File: src/rtl/matrix_pkg.sv
// ---------------------------------------------------------------------------
// matrix_pkg
// Definitions shared by the matrix coprocessor datapath (loader, determinant
// and arithmetic stages).
//   DIM      : physical row stride and largest supported matrix dimension
//   ELEM_W   : element width, signed two's complement
//   FLAT_W   : width of the flattened DIM x DIM image
//   SIZE_W   : width of a matrix-dimension field
//   SIZE_MIN / SIZE_MAX : legal range of square dimensions
//   state_t  : loader FSM states
//   elem_lsb : bit offset of element (row,col) inside the flat image
//   size_legal : true when a requested dimension lies in SIZE_MIN..SIZE_MAX
// ---------------------------------------------------------------------------
package matrix_pkg;

   localparam int DIM      = 5;
   localparam int ELEM_W   = 8;
   localparam int FLAT_W   = DIM * DIM * ELEM_W;
   localparam int SIZE_W   = 3;
   localparam int SIZE_MIN = 2;
   localparam int SIZE_MAX = 5;

   typedef enum logic [1:0] {
      IDLE = 2'd0,
      LOAD = 2'd1,
      FULL = 2'd2
   } state_t;

   // Row-major layout with a fixed stride of DIM, independent of the loaded N.
   function automatic int elem_lsb(input int row, input int col);
      return (row * DIM + col) * ELEM_W;
   endfunction

   function automatic logic size_legal(input logic [SIZE_W-1:0] n);
      return (int'(n) >= SIZE_MIN) && (int'(n) <= SIZE_MAX);
   endfunction

endpackage

File: src/rtl/matrix_loader_if.sv
// ---------------------------------------------------------------------------
// matrix_loader_if
// Bundles the control, element stream and image signals of matrix_loader.
//   start, size      : load request and requested dimension N
//   in_valid/in_data : element stream (row-major), in_ready back-pressure
//   consume          : downstream acknowledgement of a finished image
//   A_flat, size_q   : finished image and its dimension
//   matrix_valid     : image complete and stable
//   busy             : a load is in progress or an image is held
//   size_err         : one-cycle pulse for an illegal requested size
// Modports:
//   master : the producer/consumer side that drives requests and elements
//   slave  : the loader itself
// ---------------------------------------------------------------------------
interface matrix_loader_if;
   import matrix_pkg::*;

   logic                start;
   logic [SIZE_W-1:0]   size;
   logic                in_valid;
   logic [ELEM_W-1:0]   in_data;
   logic                in_ready;
   logic                consume;
   logic [FLAT_W-1:0]   A_flat;
   logic [SIZE_W-1:0]   size_q;
   logic                matrix_valid;
   logic                busy;
   logic                size_err;

   modport master (
      output start, size, in_valid, in_data, consume,
      input  in_ready, A_flat, size_q, matrix_valid, busy, size_err
   );

   modport slave (
      input  start, size, in_valid, in_data, consume,
      output in_ready, A_flat, size_q, matrix_valid, busy, size_err
   );

endinterface

File: src/rtl/matrix_loader.sv
// ---------------------------------------------------------------------------
// matrix_loader
// Collects signed elements one per beat from a valid/ready stream and places
// them row-major into the DIM x DIM flat image used by the determinant and
// arithmetic stages. The finished image is held with matrix_valid until the
// consumer acknowledges it. Square sizes SIZE_MIN..SIZE_MAX are supported;
// positions outside the loaded N x N block read as zero.
// Ports:
//   clock : single clock, all state updates on its rising edge
//   reset : synchronous, active-high; aborts any load in progress
//   bus   : matrix_loader_if.slave (request, element stream, image outputs)
// Layout and geometry (DIM, ELEM_W) come from matrix_pkg so every stage of
// the datapath agrees on where element (r,c) lives.
// ---------------------------------------------------------------------------
module matrix_loader
   import matrix_pkg::*;
(
   input  logic            clock,
   input  logic            reset,
   matrix_loader_if.slave  bus
);

   state_t              state_reg, state_next;
   logic [SIZE_W-1:0]   row_reg, row_next;
   logic [SIZE_W-1:0]   col_reg, col_next;
   logic [SIZE_W-1:0]   size_q_reg, size_q_next;
   logic [FLAT_W-1:0]   a_flat_reg, a_flat_next;
   logic                size_err_reg, size_err_next;
   logic                matrix_valid_reg, matrix_valid_next;
   logic                busy_reg, busy_next;

   logic                load_clear;   // legal start: wipe the whole image
   logic                accept;       // element handshake this cycle
   logic                last_col;
   logic                last_row;

   assign last_col = (col_reg == size_q_reg - 3'd1);
   assign last_row = (row_reg == size_q_reg - 3'd1);

   // -----------------------------------------------------------------------
   // Next-state and control decode
   // -----------------------------------------------------------------------
   always_comb begin
      state_next    = state_reg;
      row_next      = row_reg;
      col_next      = col_reg;
      size_q_next   = size_q_reg;
      size_err_next = 1'b0;
      load_clear    = 1'b0;
      accept        = 1'b0;

      case (state_reg)
         IDLE: begin
            if (bus.start) begin
               if (size_legal(bus.size)) begin
                  load_clear  = 1'b1;
                  size_q_next = bus.size;
                  row_next    = '0;
                  col_next    = '0;
                  state_next  = LOAD;
               end else begin
                  // Image and latched size are left untouched on an error.
                  size_err_next = 1'b1;
               end
            end
         end

         LOAD: begin
            if (bus.in_valid) begin
               accept = 1'b1;
               if (last_col) begin
                  col_next = '0;
                  row_next = row_reg + 3'd1;
                  if (last_row) begin
                     state_next = FULL;
                  end
               end else begin
                  col_next = col_reg + 3'd1;
               end
            end
         end

         FULL: begin
            // start is deliberately ignored here, even alongside consume.
            if (bus.consume) begin
               state_next = IDLE;
            end
         end

         default: begin
            state_next = IDLE;
         end
      endcase

      matrix_valid_next = (state_next == FULL);
      busy_next         = (state_next != IDLE);
   end

   // -----------------------------------------------------------------------
   // Element write decoder: one comparator and mux per image position.
   // Positions with row or col >= N are never addressed by the counters, so
   // they keep the zero written at load start.
   // -----------------------------------------------------------------------
   generate
      for (genvar gi = 0; gi < DIM * DIM; gi++) begin : g_elem
         localparam int ROW = gi / DIM;
         localparam int COL = gi % DIM;
         localparam int LSB = elem_lsb(ROW, COL);

         logic elem_we;

         assign elem_we = accept
                          && (row_reg == SIZE_W'(ROW))
                          && (col_reg == SIZE_W'(COL));

         assign a_flat_next[LSB +: ELEM_W] =
            load_clear ? '0 :
            elem_we    ? bus.in_data :
                         a_flat_reg[LSB +: ELEM_W];
      end
   endgenerate

   // -----------------------------------------------------------------------
   // State and output registers
   // -----------------------------------------------------------------------
   always_ff @(posedge clock) begin
      if (reset) begin
         state_reg        <= IDLE;
         row_reg          <= '0;
         col_reg          <= '0;
         size_q_reg       <= '0;
         a_flat_reg       <= '0;
         size_err_reg     <= 1'b0;
         matrix_valid_reg <= 1'b0;
         busy_reg         <= 1'b0;
      end else begin
         state_reg        <= state_next;
         row_reg          <= row_next;
         col_reg          <= col_next;
         size_q_reg       <= size_q_next;
         a_flat_reg       <= a_flat_next;
         size_err_reg     <= size_err_next;
         matrix_valid_reg <= matrix_valid_next;
         busy_reg         <= busy_next;
      end
   end

   // in_ready is the only output decoded straight from state.
   assign bus.in_ready     = (state_reg == LOAD);
   assign bus.A_flat       = a_flat_reg;
   assign bus.size_q       = size_q_reg;
   assign bus.matrix_valid = matrix_valid_reg;
   assign bus.busy         = busy_reg;
   assign bus.size_err     = size_err_reg;

endmodule
File: src/flat_wrapper.sv
// flat-port wrapper written by rule: the top's interface ports become plain ports
module matrix_loader_flat import matrix_pkg::*;
  (clock, reset, bus_start, bus_size, bus_in_valid, bus_in_data, bus_consume, bus_in_ready, bus_A_flat, bus_size_q, bus_matrix_valid, bus_busy, bus_size_err);
  matrix_loader_if bus_i ();
  input  logic clock;
  input  logic reset;
  input wire logic [$bits(bus_i.start)-1:0] bus_start;
  input wire logic [$bits(bus_i.size)-1:0] bus_size;
  input wire logic [$bits(bus_i.in_valid)-1:0] bus_in_valid;
  input wire logic [$bits(bus_i.in_data)-1:0] bus_in_data;
  input wire logic [$bits(bus_i.consume)-1:0] bus_consume;
  output wire logic [$bits(bus_i.in_ready)-1:0] bus_in_ready;
  output wire logic [$bits(bus_i.A_flat)-1:0] bus_A_flat;
  output wire logic [$bits(bus_i.size_q)-1:0] bus_size_q;
  output wire logic [$bits(bus_i.matrix_valid)-1:0] bus_matrix_valid;
  output wire logic [$bits(bus_i.busy)-1:0] bus_busy;
  output wire logic [$bits(bus_i.size_err)-1:0] bus_size_err;
  assign bus_i.start = bus_start;
  assign bus_i.size = bus_size;
  assign bus_i.in_valid = bus_in_valid;
  assign bus_i.in_data = bus_in_data;
  assign bus_i.consume = bus_consume;
  assign bus_in_ready = bus_i.in_ready;
  assign bus_A_flat = bus_i.A_flat;
  assign bus_size_q = bus_i.size_q;
  assign bus_matrix_valid = bus_i.matrix_valid;
  assign bus_busy = bus_i.busy;
  assign bus_size_err = bus_i.size_err;
  matrix_loader u_core (.clock(clock), .reset(reset), .bus(bus_i));
endmodule
File: config.mk
export PLATFORM = sky130hd
export DESIGN_NAME = matrix_loader_flat
export DESIGN_NICKNAME = d
export VERILOG_FILES = /design/src/rtl/matrix_pkg.sv /design/src/rtl/matrix_loader_if.sv /design/src/rtl/matrix_loader.sv /design/src/flat_wrapper.sv
export SDC_FILE = /design/constraint.sdc
export NUM_CORES = 1
export LEC_CHECK = 0
export BUFFER_PORTS_ARGS = -buffer_cell sky130_fd_sc_hd__buf_2
export CORE_AREA = 8 8 136 138
export CTS_BUF_LIST = sky130_fd_sc_hd__clkbuf_8 sky130_fd_sc_hd__clkbuf_16
export DETAILED_ROUTE_END_ITERATION = 8
export DIE_AREA = 0 0 144 146
export GPL_TIMING_DRIVEN = 1
export MAX_ROUTING_LAYER = met4
export PLACE_DENSITY = 0.83
export SLEW_MARGIN = 5
export SYNTH_ARGS = -nofsm -noshare
export SYNTH_HDL_FRONTEND = slang
export SYNTH_SLANG_ARGS = --single-unit
File: constraint.sdc
create_clock -name clock -period 2.4 [get_ports clock]
set_input_delay 0.24 -clock clock [delete_from_list [all_inputs] [get_ports clock]]
set_output_delay 0.24 -clock clock [all_outputs]
set_load 0.05 [all_outputs]
# == After elaboration in Yosys (flattened, before gate mapping) ==
# Cells that the tools add are included.
# word_totals
register_bits,214
input_bits,16
latchBits,0
output_inout_bits,207
mem_count,0
romBits,0
ram_bits,0
# op_classes
eq_ne,17
n_mux,21
n_addsub,3
reduce_logical,41
magnitude_cmp,2
n_shift,0
n_bitwise,2
n_mul,0
div_mod_pow,0
# op_table
cell,count
$logic_and 1x1->1,31
$mux 3,6
$eq 3x2->1 const B,4
$mux 2,6
$pmux 3 s2,2
$add 3x1->3 const B,2
$eq 3x1->1 const B,2
$eq 3x3->1,2
$eq 3x3->1 const B,2
$logic_not 3->1,2
$mux 1,6
$pmux 2 s3,1
$reduce_and 5->1,1
$eq 2x2->1 const B,2
$ne 2x1->1 const B,2
$ne 2x2->1 const B,2
$reduce_and 4->1,1
$reduce_bool 2->1,2
$ge 3x2->1 const B,1
$le 3x3->1 const B,1
$reduce_and 3->1,1
$reduce_or 3->1,1
$sub 3x1->3 const B,1
$eq 2x1->1 const B,1
3 further kinds,4

# == Logic depth before layout (Yosys ltp) ==
# depth
ltp_word,7
ltp_mapped,7
ltp_nobuf,6

# == Least setup slack after synthesis ==
# Ideal clock, no wire load.
# synth_timing
path_kind,reg2reg
from,"reg u_core.size_q_reg[0], in the netlist u_core.bus.size_q[0]"
to,reg u_core.row_reg[2]
arrival_ps,2040
path_stages_with_launch,7
slack_ps,289
setup_time_ps,71
path_buffers,0
required_time_ps,2329
cell_sequence,dfxtp_1 inv_1 ha_1 xor2_1 a31oi_2 or4_1 a21oi_1
# synth_via
elab_chain_len,4
# synth_lines
element,line_no,rtl
"start, declared",matrix_loader.sv:26,"logic [SIZE_W-1:0] size_q_reg, size_q_next;"
"start signal, assigned",matrix_loader.sv:140,size_q_reg <= size_q_next;
$sub 3x1->3,matrix_loader.sv:37,assign last_col = (col_reg == size_q_reg - 3'd1);
$eq 3x3->1,matrix_loader.sv:37,
$ne 2x1->1 (no line),--,
$reduce_and 5->1 (no line),--,
"end signal, assigned",matrix_loader.sv:138,row_reg <= row_next;
"end, declared",matrix_loader.sv:24,"logic [SIZE_W-1:0] row_reg, row_next;"
# No other way between the ends.
# A chain may end at the register's enable or synchronous reset.

# == Final worst setup path ==
# layout_timing
from,reg u_core.state_reg[0]
to,"reg u_core.a_flat_reg[57], in the netlist u_core.bus.A_flat[57]"
# layout_via
elab_chain_len,4
# layout_lines
element,line_no,rtl
"start, declared",matrix_loader.sv:23,"state_t state_reg, state_next;"
"start signal, assigned",matrix_loader.sv:137,state_reg <= state_next;
$eq 2x1->1,matrix_loader.sv:52,case (state_reg)
$mux 1,matrix_loader.sv:52,
$logic_and 1x1->1,matrix_loader.sv:113,&& (row_reg == SIZE_W'(ROW))
$logic_and 1x1->1,matrix_loader.sv:114,&& (col_reg == SIZE_W'(COL));
"end signal, assigned",matrix_loader.sv:141,a_flat_reg <= a_flat_next;
"end, declared",matrix_loader.sv:27,"logic [FLAT_W-1:0] a_flat_reg, a_flat_next;"
# Parallel ways exist; a longest one is shown, timed or not.

==> impl_metrics.env <==
export IMPL_start_util_pct=51.97
export IMPL_core_um2=16290
export IMPL_routedWlPerCell_um=18.62
export IMPL_crit_required_ns=2.77
export IMPL_post_place_cells=1184
export IMPL_yosysSeqAreaShare_pct=50.61
export IMPL_dieWidth_um=144
export IMPL_synth_avg_cell_area_um2=10.72
export IMPL_nets=1015
export IMPL_ir_worst_vdd_mv=0.5070
export IMPL_num_vias=6241
export IMPL_synth_top_area_share_pct=50.61
export IMPL_slowest_delay_ns=0.66
export IMPL_synth_distinct_cells=54
export IMPL_status="finished clean"
export IMPL_skew_ns=0.01259
export IMPL_routed_wl_um=22750
export IMPL_syn_nets=817
export IMPL_antenna_left=0
export IMPL_holdCritStartpoint="bus_size[0]"
export IMPL_seq_area_um2=4284
export IMPL_die_y_um=146
export IMPL_yosys_most_used_dff="dfxtp_1"
export IMPL_tritoncts="built"
export IMPL_syn_inst=790
export IMPL_holdCritPathClass="in2reg"
export IMPL_fmax_ghz=0.4865
export IMPL_yosysTopAreaCell="dfxtp_1"
export IMPL_grt_pass1_vias=6223
export IMPL_synth_area_leaders="dfxtp_1 51%, mux2i_1 24%, nor2_1 8.1%"
export IMPL_synth_edff_count=0
export IMPL_hold_path_end="u_core.bus.size_q[0]"
export IMPL_async_flop_share_pct=0
export IMPL_start_kind="flop"
export IMPL_grt_antenna_before_repair=0
export IMPL_yosys_warnings=0
export IMPL_layout_worst_path_cycle_share_pct=85.65
export IMPL_p_leak_nw=5.306
export IMPL_instances_no_fill=1222
export IMPL_pwr_density_cell_nw_per_um2=697.5
export IMPL_synthToLayoutAreaGrowth_pct=22.94
export IMPL_cts_sinks=214
export IMPL_setup_worst_path_start="u_core.state_reg[0]"
export IMPL_grt_max_degree=70
export IMPL_cts_root_buffer="clkbuf_16"
export IMPL_critPathKind="reg2reg"
export IMPL_finalHoldViolations=0
export IMPL_path_cells="and4bb_1 > nand3_2 > mux2i_1 > nor2_1"
export IMPL_post_cts_buffers=0
export IMPL_ios=223
export IMPL_rows=47
export IMPL_drive_gt1_share_pct=32.53
export IMPL_cts_clk_slew_worst_paths_ns=0.06
export IMPL_fin_crit_ns=2.056
export IMPL_ctsHoldBuffers=0
export IMPL_rrSetupSlack_ns=0.34
export IMPL_slew_headroom_pct=52.33
export IMPL_worstReg2RegEnd="u_core.bus.A_flat[57]"
export IMPL_io_buffers=222
export IMPL_cts_buffer_depth=3
export IMPL_r2r_start="u_core.state_reg[0]"
export IMPL_end_kind="flop"
export IMPL_die_area_um2=21020
export IMPL_holdPathStages=3
export IMPL_ys_ff_latch=214
export IMPL_setup_tns_ns=0
export IMPL_cp_max_fo=10
export IMPL_first_pass_iters=5
export IMPL_drt_iter0_drc=326
export IMPL_multiInputGateArea_um2=3881
export IMPL_cts_resized=0
export IMPL_worst_pin_slew_ns=0.7151
export IMPL_grt_overflow=0
export IMPL_arrival_ns=2.43
export IMPL_gp_congestion=0.8579
export IMPL_fillers=1342
export IMPL_clock_latency_ns=0.49
export IMPL_grt_pass1_wl_um=35250
export IMPL_n_antenna_cell=0
export IMPL_numCtsBuffers=22
export IMPL_grt_use_total_pct=21.78
export IMPL_drc=0
export IMPL_largest_reg_flops=200
export IMPL_setup_viol=0
export IMPL_hpwl_um=15360
export IMPL_synth_cell_area_um2=8466
export IMPL_avgViaCountPerCell=5.107
export IMPL_worst_path_max_delay_cell="and4bb_1"
export IMPL_cap_violations=0
export IMPL_rr_worst_depth=4
export IMPL_rsz0062_at_grt="no"
export IMPL_cts_max_level=1
export IMPL_slew_violations=0
export IMPL_fin_hold_ws_ns=0.01662
[cell usage in the layout (no fill, tap or decap), drive strengths merged, types with 3 or more instances in the layout]
master | synthesis | final
o21ai | 3 | 3
a21oi | 8 | 8
nand2b | 6 | 6
buf | 29 | 231
nor2b | 5 | 5
inv | 10 | 14
clkbuf | 28 | 29
mux2i | 201 | 201
xor2 | 5 | 5
ha | 11 | 11
dfxtp | 214 | 214
nor3 | 9 | 9
nand3 | 11 | 11
clkinv | 0 | 4
nand4 | 6 | 6
nand3b | 3 | 3
nand2 | 8 | 8
nor2 | 210 | 210
[through the flow]
| stage | power, W | area [µm²] | setup WS (ns) | util, % |
|---|---|---|---|---|
| floorplan | 0.003961 | 8466 | 0.2890 | - |
| global placement | 0.004071 | 9707 | 0.3956 | 59.59 |
| detailed placement | 0.004071 | 9707 | 0.3475 | 59.59 |
| CTS | 0.007319 | 10410 | 0.3367 | 63.89 |
| global route | 0.007504 | 10410 | 0.1550 | 63.89 |
| finish | 0.007259 | 10410 | 0.3443 | 63.89 |
[cell type report]
| class | count | share of cell area [%] |
|---|---|---|
| clock inverter | 9 | 0.4088 |
| inverter | 10 | 0.3607 |
| timing repair buffer | 231 | 11.81 |
| sequential | 214 | 41.16 |
| tap | 220 | 2.645 |
| multi-input combinational | 509 | 37.29 |
| clock buffer | 29 | 6.324 |
[worst max path at each step]
stage | end | slack (ns) | cells after the start
floorplan | u_core.row_reg[2] | 0.29 | 6
detailed placement | u_core.bus.A_flat[195] | 0.35 | 6
global route | u_core.bus.A_flat[198] | 0.16 | 6
CTS | u_core.bus.A_flat[195] | 0.34 | 6
global placement | u_core.row_reg[0] | 0.40 | 4
finish | u_core.bus.A_flat[57] | 0.34 | 4
[report_power, final]
group          internal (W)  switching (W)
clock               0.00191        0.00135
combinational      0.000103       0.000314
sequential          0.00356      0.0000121
total               0.00558        0.00168
[logic make-up (layout without fill, tap and decap cells)]
| kind of cell | after synthesis | in the layout | synth area share [%] |
|---|---|---|---|
| flip-flops | 214 | 214 | 50.61 |
| adder cells (fa/ha/maj) | 11 | 11 | 1.626 |
| multiplexers | 201 | 201 | 23.77 |
| XOR/XNOR | 7 | 7 | 0.9755 |
| AND/OR/NAND/NOR | 269 | 269 | 17.59 |
| AO/OA/AOI/OAI | 21 | 21 | 1.803 |
| buffers and inverters | 67 | 279 | 3.636 |
[synth_stat cells (2+ instances only)]
master and number:
nor3_4 8, nand2b_1 5, dfxtp_1 214, a21oi_1 8
mux2i_1 201, nand4_2 3, nand3b_1 2, nor2_8 4
nand2_1 6, buf_4 3, nand3_1 3, nand4_4 2
inv_1 9, xor2_1 4, nand3_2 8, nor2_2 24
nor2_1 182, ha_1 11, buf_6 2, o21ai_0 2
buf_2 24, clkbuf_1 28, nor2b_1 5, or4_1 2
[layer usage]
| metal | global-route usage (%) | vias up | part of all wire (%) |
|---|---|---|---|
| met5 | - | - | 0 |
| met4 | 5.576 | 0 | 2.0 |
| met3 | 6.201 | 37 | 7.7 |
| met2 | 35.14 | 186 | 47 |
| met1 | 26.12 | 2978 | 43 |
| li1 | - | 3040 | - |
[worst max-delay path, delay by kind of cell, from the launching register on]
kind,cells,cell delay [ns]
flops,1,0.50
simple gates,3,1.17
mux,1,0.27
Note: power is estimated with default switching activity, not from simulation.
